===== config.mk =====
export PLATFORM = sky130hd
export DESIGN_NAME = decode_issue
export DESIGN_NICKNAME = d
export VERILOG_FILES = /design/src/rtl/decode_issue.sv
export SDC_FILE = /design/constraint.sdc
export NUM_CORES = 1
export LEC_CHECK = 0
export CAP_MARGIN = 30
export CELL_PAD_IN_SITES_DETAIL_PLACEMENT = 0
export CELL_PAD_IN_SITES_GLOBAL_PLACEMENT = 1
export CORE_UTILIZATION = 40
export CTS_BUF_LIST = sky130_fd_sc_hd__clkbuf_4 sky130_fd_sc_hd__clkbuf_8
export CTS_CLUSTER_DIAMETER = 200
export DETAILED_ROUTE_END_ITERATION = 6
export GPL_TIMING_DRIVEN = 0
export PLACE_DENSITY = 0.87
export SYNTH_ARGS = -nofsm -noshare
export SYNTH_HDL_FRONTEND = slang
export SYNTH_SLANG_ARGS = --single-unit

===== constraint.sdc =====
create_clock -name clk_i -period 10.6 [get_ports clk_i]
set_clock_uncertainty 0.1 [all_clocks]
set_input_delay 1.59 -clock clk_i [delete_from_list [all_inputs] [get_ports clk_i]]
set_output_delay 1.59 -clock clk_i [all_outputs]
set_load 0.05 [all_outputs]

===== src/rtl/decode_issue.sv =====
`default_nettype none
// ============================================================================
//  Module      : decode_issue
//  Description : ARM decode/issue stage with a register scoreboard; drives the
//                register file read ports and registers decoded fields for EX.
//  Revision    : 1.0 - initial release
// ============================================================================
module decode_issue #(
    parameter logic [31:0] PC_OFFSET = 32'd8
) (
    input  logic        clk_i,
    input  logic        rst_i,
    input  logic [31:0] instr_i,
    input  logic [31:0] instr_pc_i,
    input  logic        instr_valid_i,
    output logic        instr_ready_o,
    output logic [3:0]  r1_addr_o,
    output logic [3:0]  r2_addr_o,
    output logic [31:0] pc_o,
    input  logic        wb_en_i,
    input  logic [3:0]  wb_addr_i,
    input  logic        flush_i,
    output logic        ex_valid_o,
    input  logic        ex_ready_i,
    output logic [3:0]  ex_cond_o,
    output logic [1:0]  ex_class_o,
    output logic [3:0]  ex_opcode_o,
    output logic        ex_set_flags_o,
    output logic        ex_load_o,
    output logic        ex_use_imm_o,
    output logic [31:0] ex_imm_o,
    output logic [3:0]  ex_rd_o,
    output logic        ex_wr_en_o,
    output logic [31:0] ex_pc_o
);

    localparam logic [1:0] c_CLS_DP    = 2'b00;
    localparam logic [1:0] c_CLS_LS    = 2'b01;
    localparam logic [1:0] c_CLS_BR    = 2'b10;
    localparam logic [1:0] c_CLS_OTHER = 2'b11;

    logic [1:0]  w_cls;
    logic [3:0]  w_op;
    logic        w_s;
    logic        w_ld;
    logic        w_ui;
    logic [31:0] w_imm;
    logic [3:0]  w_rd;
    logic        w_we;
    logic        w_r1e;
    logic        w_r2e;
    logic [3:0]  w_r1;
    logic [3:0]  w_r2;
    logic [4:0]  w_rot;
    logic [31:0] w_imm8;
    logic [31:0] w_rot_imm;
    logic        w_hold;
    logic        w_hazard;
    logic        w_accept;
    logic [15:0] w_busy_nxt;

    logic        r_ex_valid;
    logic [3:0]  r_ex_cond;
    logic [1:0]  r_ex_class;
    logic [3:0]  r_ex_opcode;
    logic        r_ex_set_flags;
    logic        r_ex_load;
    logic        r_ex_use_imm;
    logic [31:0] r_ex_imm;
    logic [3:0]  r_ex_rd;
    logic        r_ex_wr_en;
    logic [31:0] r_ex_pc;
    logic [3:0]  r_ex_r1;
    logic [3:0]  r_ex_r2;
    logic [15:0] r_busy;

    assign w_rot     = {instr_i[11:8], 1'b0};
    assign w_imm8    = {24'd0, instr_i[7:0]};
    // A rotate of zero shifts left by 32, which yields zero and leaves imm8 intact.
    assign w_rot_imm = (w_imm8 >> w_rot) | (w_imm8 << (6'd32 - {1'b0, w_rot}));

    always_comb begin
        w_cls = c_CLS_OTHER;
        w_op  = 4'd0;
        w_s   = 1'b0;
        w_ld  = 1'b0;
        w_ui  = 1'b0;
        w_imm = 32'd0;
        w_rd  = 4'd0;
        w_we  = 1'b0;
        w_r1e = 1'b0;
        w_r2e = 1'b0;
        w_r1  = 4'd0;
        w_r2  = 4'd0;
        if (instr_i[27:26] == 2'b00) begin
            w_cls = c_CLS_DP;
            w_op  = instr_i[24:21];
            w_s   = instr_i[20];
            w_rd  = instr_i[15:12];
            w_we  = (instr_i[24:23] != 2'b10);
            if (instr_i[24:21] != 4'b1101 && instr_i[24:21] != 4'b1111) begin
                w_r1e = 1'b1;
                w_r1  = instr_i[19:16];
            end
            if (instr_i[25]) begin
                w_ui  = 1'b1;
                w_imm = w_rot_imm;
            end else begin
                w_r2e = 1'b1;
                w_r2  = instr_i[3:0];
            end
        end else if (instr_i[27:26] == 2'b01) begin
            w_cls = c_CLS_LS;
            w_ld  = instr_i[20];
            w_rd  = instr_i[15:12];
            w_we  = instr_i[20];
            w_r1e = 1'b1;
            w_r1  = instr_i[19:16];
            if (instr_i[25]) begin
                w_r2e = 1'b1;
                w_r2  = instr_i[3:0];
            end else begin
                w_ui  = 1'b1;
                w_imm = {20'd0, instr_i[11:0]};
                if (!instr_i[20]) begin
                    w_r2e = 1'b1;
                    w_r2  = instr_i[15:12];
                end
            end
        end else if (instr_i[27:25] == 3'b101) begin
            w_cls = c_CLS_BR;
            w_imm = {{6{instr_i[23]}}, instr_i[23:0], 2'b00};
            if (instr_i[24]) begin
                w_we = 1'b1;
                w_rd = 4'd14;
            end
        end
    end

    assign w_hold   = r_ex_valid & ~ex_ready_i;
    // busy[15] is held at zero, so r15 reads and writes never stall.
    assign w_hazard = instr_valid_i & ((w_r1e & r_busy[w_r1]) |
                                       (w_r2e & r_busy[w_r2]) |
                                       (w_we  & r_busy[w_rd]));
    assign instr_ready_o = ~w_hazard & ~w_hold;
    assign w_accept      = instr_valid_i & instr_ready_o & ~flush_i;

    assign r1_addr_o = w_hold ? r_ex_r1 : w_r1;
    assign r2_addr_o = w_hold ? r_ex_r2 : w_r2;
    assign pc_o      = (w_hold ? r_ex_pc : instr_pc_i) + PC_OFFSET;

    always_comb begin
        w_busy_nxt = r_busy;
        if (wb_en_i) begin
            w_busy_nxt[wb_addr_i] = 1'b0;
        end
        if (flush_i && r_ex_valid && r_ex_wr_en) begin
            w_busy_nxt[r_ex_rd] = 1'b0;
        end
        if (w_accept && w_we) begin
            w_busy_nxt[w_rd] = 1'b1;
        end
        w_busy_nxt[15] = 1'b0;
    end

    always_ff @(posedge clk_i) begin
        if (rst_i) begin
            r_ex_valid     <= 1'b0;
            r_ex_cond      <= 4'd0;
            r_ex_class     <= 2'd0;
            r_ex_opcode    <= 4'd0;
            r_ex_set_flags <= 1'b0;
            r_ex_load      <= 1'b0;
            r_ex_use_imm   <= 1'b0;
            r_ex_imm       <= 32'd0;
            r_ex_rd        <= 4'd0;
            r_ex_wr_en     <= 1'b0;
            r_ex_pc        <= 32'd0;
            r_ex_r1        <= 4'd0;
            r_ex_r2        <= 4'd0;
            r_busy         <= 16'd0;
        end else begin
            r_busy <= w_busy_nxt;
            if (w_accept) begin
                r_ex_cond      <= instr_i[31:28];
                r_ex_class     <= w_cls;
                r_ex_opcode    <= w_op;
                r_ex_set_flags <= w_s;
                r_ex_load      <= w_ld;
                r_ex_use_imm   <= w_ui;
                r_ex_imm       <= w_imm;
                r_ex_rd        <= w_rd;
                r_ex_wr_en     <= w_we;
                r_ex_pc        <= instr_pc_i;
                r_ex_r1        <= w_r1;
                r_ex_r2        <= w_r2;
            end
            if (flush_i) begin
                r_ex_valid <= 1'b0;
            end else if (w_accept) begin
                r_ex_valid <= 1'b1;
            end else if (ex_ready_i) begin
                r_ex_valid <= 1'b0;
            end
        end
    end

    assign ex_valid_o     = r_ex_valid;
    assign ex_cond_o      = r_ex_cond;
    assign ex_class_o     = r_ex_class;
    assign ex_opcode_o    = r_ex_opcode;
    assign ex_set_flags_o = r_ex_set_flags;
    assign ex_load_o      = r_ex_load;
    assign ex_use_imm_o   = r_ex_use_imm;
    assign ex_imm_o       = r_ex_imm;
    assign ex_rd_o        = r_ex_rd;
    assign ex_wr_en_o     = r_ex_wr_en;
    assign ex_pc_o        = r_ex_pc;

endmodule
`default_nettype wire


==> metrics list <==
- FFs w/ async S/R, synth: 0
- Final setup TNS: 0 ns
- The first routing iteration left 850 violations.
- At the worst endpoint, the arrival time is 7.46 ns.
* Number of antenna violations at the first check in global routing: 0
* Initial Util: 0.4146
- Clock sinks: 106
- At the end of routability-driven placement, the weighted congestion stood at 0.9817.
* Main area contributors after synthesis: dfxtp_1, mux2i_1, nand2_1
- Final clock period utilization by the worst path: 0.8634
* Root Driver: clkbuf_8
- The clock passes through at most 2 buffers.
- Total congestion overflow: 0
* Peak supply drop: 0.00006412 V
- The worst setup path is of the primary input to output port kind.
- Power spread over the standard cell area amounts to 110.1 mW/mm^2.
- Overall die height: 139.4 um
- The floorplan step set the die width to 139.4 um.
- Post-CTS repair changed the size of 0 cells.
- In this run the standard cell core region covers 0.01821 sq mm.
* Final-layout worst hold slack: 0.3611 ns
* Fraction of layout instances using a drive strength above 1: 0.08188
* Overall via count from detail_route: 8667
* Footprint of the multi-input gates: 0.004949 sq mm
- In the routed design, unresolved DRC markers number 0.
- A synthesized cell averages 8.005 sq um.
* Count of endpoints failing hold in the final timing report: 0
- Crit path max-delay family: buffers and inverters
- Measured slew at the worst slew-check pin: 1.021 ns
- Highest net fanout along the worst path: 10
- The run finished with clean final reports.
* Max Clk Rate: 0.1093 GHz
- Registers take 0.002122 sq mm.
- Diode count: 0
* Count of mapped cells out of synthesis: 943
- Dividing the detail-routed via count by the number of cells gives 6.294.
* Number of iterations in the first detailed-routing pass: 6
* Proportion of synthesized chip area in sequential cells: 0.2811
- Crit path max-delay cell type: nor4b_2
* Leakage power summed over all cells: 3.471 nW
* Slew Limit Fails: 0
* CTS Buf Count: 9
- Biggest area consumer among synthesized cells: dfxtp_1
* Clock latency reported for the late side of the worst-skew pair: 0.40 ns
- Clock transition at the register clock pins on the worst setup and hold paths after CTS: 0.11 ns
- Summing all non-filler instances in the final layout gives an area of 0.009931 sq mm.
- Rows: 49
* # H-tree levels: 3
- The library cell used most frequently in the layout, excluding fill and tap cells, is clkdlybuf4s50_1.
- Commonest non-fill, non-tap cells in the layout: clkdlybuf4s50_1, nand2_1, dfxtp_1, a21oi_1
* Net Sw Power: 0.4325 mW
* Net count of the finished layout: 1219
- For this run, the total global-route usage over all layers was measured as 0.3075.
* Number of library cell types mapped by synthesis: 82
- Chain of cells forming the critical path: clkdlybuf4s50_1, nand2b_1, buf_4, buf_2, buf_1, clkbuf_1, nand2_1, nand2_1, ha_1, nand4_1, nor4b_2, nand3_1, nor4_1, xnor2_1, clkdlybuf4s50_1
- Unrepaired setup endpoints after global routing: no
- Top-area cell type share of the netlist area: 0.2811
* Required time at the endpoint of the critical path: 8.91 ns
- Of the total power, the share spent switching nets is 0.3955.
- Mean routed wirelength per cell: 21.95 um
* CTS tree: done
- Port-buffer cells: 188
* Startpoint type of the worst setup path: primary input
- Of the total power, combinational logic draws 0.346.
- Area enclosed by the die boundary: 0.01942 sq mm
* Total routed wirelength: 30220 um
- Counting I/O delays and the setup requirement, the final critical path takes 9.152 ns.
* Global-route wire length before repair: 46920 um
- Of the total power, the clock network draws 0.255.
* Setup Viol. Count Final: 0
* Largest net degree at the start of global routing: 20
* Post-cts hold buffer count: 0
- The Yosys step of the flow raised 0 warnings.
* Number of cells in the finished layout apart from fillers: 1377
- Max-cap check violation count: 0
- Type of the most critical hold path: flip-flop to flip-flop
- Critical path's largest stage delay: 0.91 ns
* Relative max-transition margin: 0.3140
- The synthesized netlist occupies a cell area of 0.007548 sq mm.
- Relative to the synthesized area, the layout overhead comes to 31.56%.
* Count of buffering cells on the critical path with inverters included: 6
- After legalization and detailed placement, the total HPWL measured 23280 um.
- Number of flops mapped to enable cells by yosys: 0
- In this run the post-CTS setup repair buffer count came out at 0.
* Internal portion of total power: 0.6610 mW
* Relative contribution of sequential cells to total power: 0.398
- The most used flip-flop cell after synthesis is dfxtp_1.
- Final-layout fill cell count: 1748
- After synthesis the netlist holds a flip-flop and latch count of 106.
* Crit. End Element: output port
* Net count after synthesis: 1019
- Placed cells: 1361
- Summing all placed instances gives a cell area of 0.009722 sq mm.
* Number of global-route vias before repair: 8181
- Number of routed nets with antenna violations: 0
- Top-level port count: 198
[final timing paths]
path | from | endpoint | slack (ns) | cells after the start
max | ex_ready_i | pc_o[31] | 1.45 | 15
min reg2reg | ex_imm_o[25] | ex_imm_o[25] | 0.36 | 2
max reg2reg | ex_valid_o | ex_use_imm_o | 7.50 | 8
min | ex_imm_o[25] | ex_imm_o[25] | 0.36 | 2
[layer usage]
metal  share of wire  GRT usage
met2            0.45     0.4866
met1            0.44     0.4169
met4           0.030     0.1175
met3           0.080    0.05162
met5               0          0
[power groups by stage]
stage / Sequential, mW / Clock, mW / Combinational (mW)
floorplan: 0.496 / 0 / 0.179
global placement: 0.444 / 0 / 0.373
detailed placement: 0.444 / 0 / 0.373
CTS: 0.435 / 0.281 / 0.374
global route: 0.437 / 0.297 / 0.399
finish: 0.435 / 0.279 / 0.379
[Yosys cell counts (all sizes together), types with 14 or more instances]
library cell,instances
dfxtp,106
nor2b,21
buf,38
nor2,36
nand3,29
o21ai,31
a21oi,57
clkbuf,56
o2111ai,14
nor3,14
nand2,111
mux2i,53
nand4,51
a211oi,20
a31oi,32
xor2,15
xnor2,15
o31ai,56
nand2b,19
[kinds of logic after synthesis]
group                      after synthesis  synth area share
and+or+nand+nor                        347            0.2521
AOI/OAI and AO/OA                      288            0.2697
DFF                                    106            0.2811
buffers and inverters                  103           0.06332
muxes                                   67           0.09564
xor gates and xnor gates                30           0.03481
adders and majority gates                2          0.003315
[state kept, by name (all words and copies together), names as in the netlist]
register	cells
ex_class_o	2
ex_cond_o	4
ex_imm_o	32
ex_load_o	1
ex_opcode_o	4
ex_pc_o	32
ex_rd_o	4
ex_set_flags_o	1
ex_use_imm_o	1
ex_valid_o	1
ex_wr_en_o	1
r_busy	15
r_ex_r1	4
r_ex_r2	4
[stage by stage]
stage / setup WS [ns] / total power [mW] / utilization
floorplan: 3.826 / 0.6753 / -
global placement: 1.510 / 0.8172 / 0.5336
detailed placement: 1.493 / 0.8168 / 0.5339
CTS: 1.489 / 1.090 / 0.5454
global route: 1.144 / 1.134 / 0.5454
finish: 1.448 / 1.093 / 0.5454
[layout make-up]
type	instances	area share
buffer	94	0.04473
inverter	9	0.003402
sequential	106	0.2137
timing repair buffer	189	0.1900
tap	229	0.02885
clock inverter	7	0.008567
multi-input combinational	734	0.4983
clock buffer	9	0.01247
[worst min-delay path: cells and delay by family (launching register included)]
| kind | cells | cell delay (ns) |
|---|---|---|
| compound gates | 1 | 0.05 |
| flops | 1 | 0.32 |
| simple gates | 1 | 0.05 |
(Power assumes the default switching activity.)
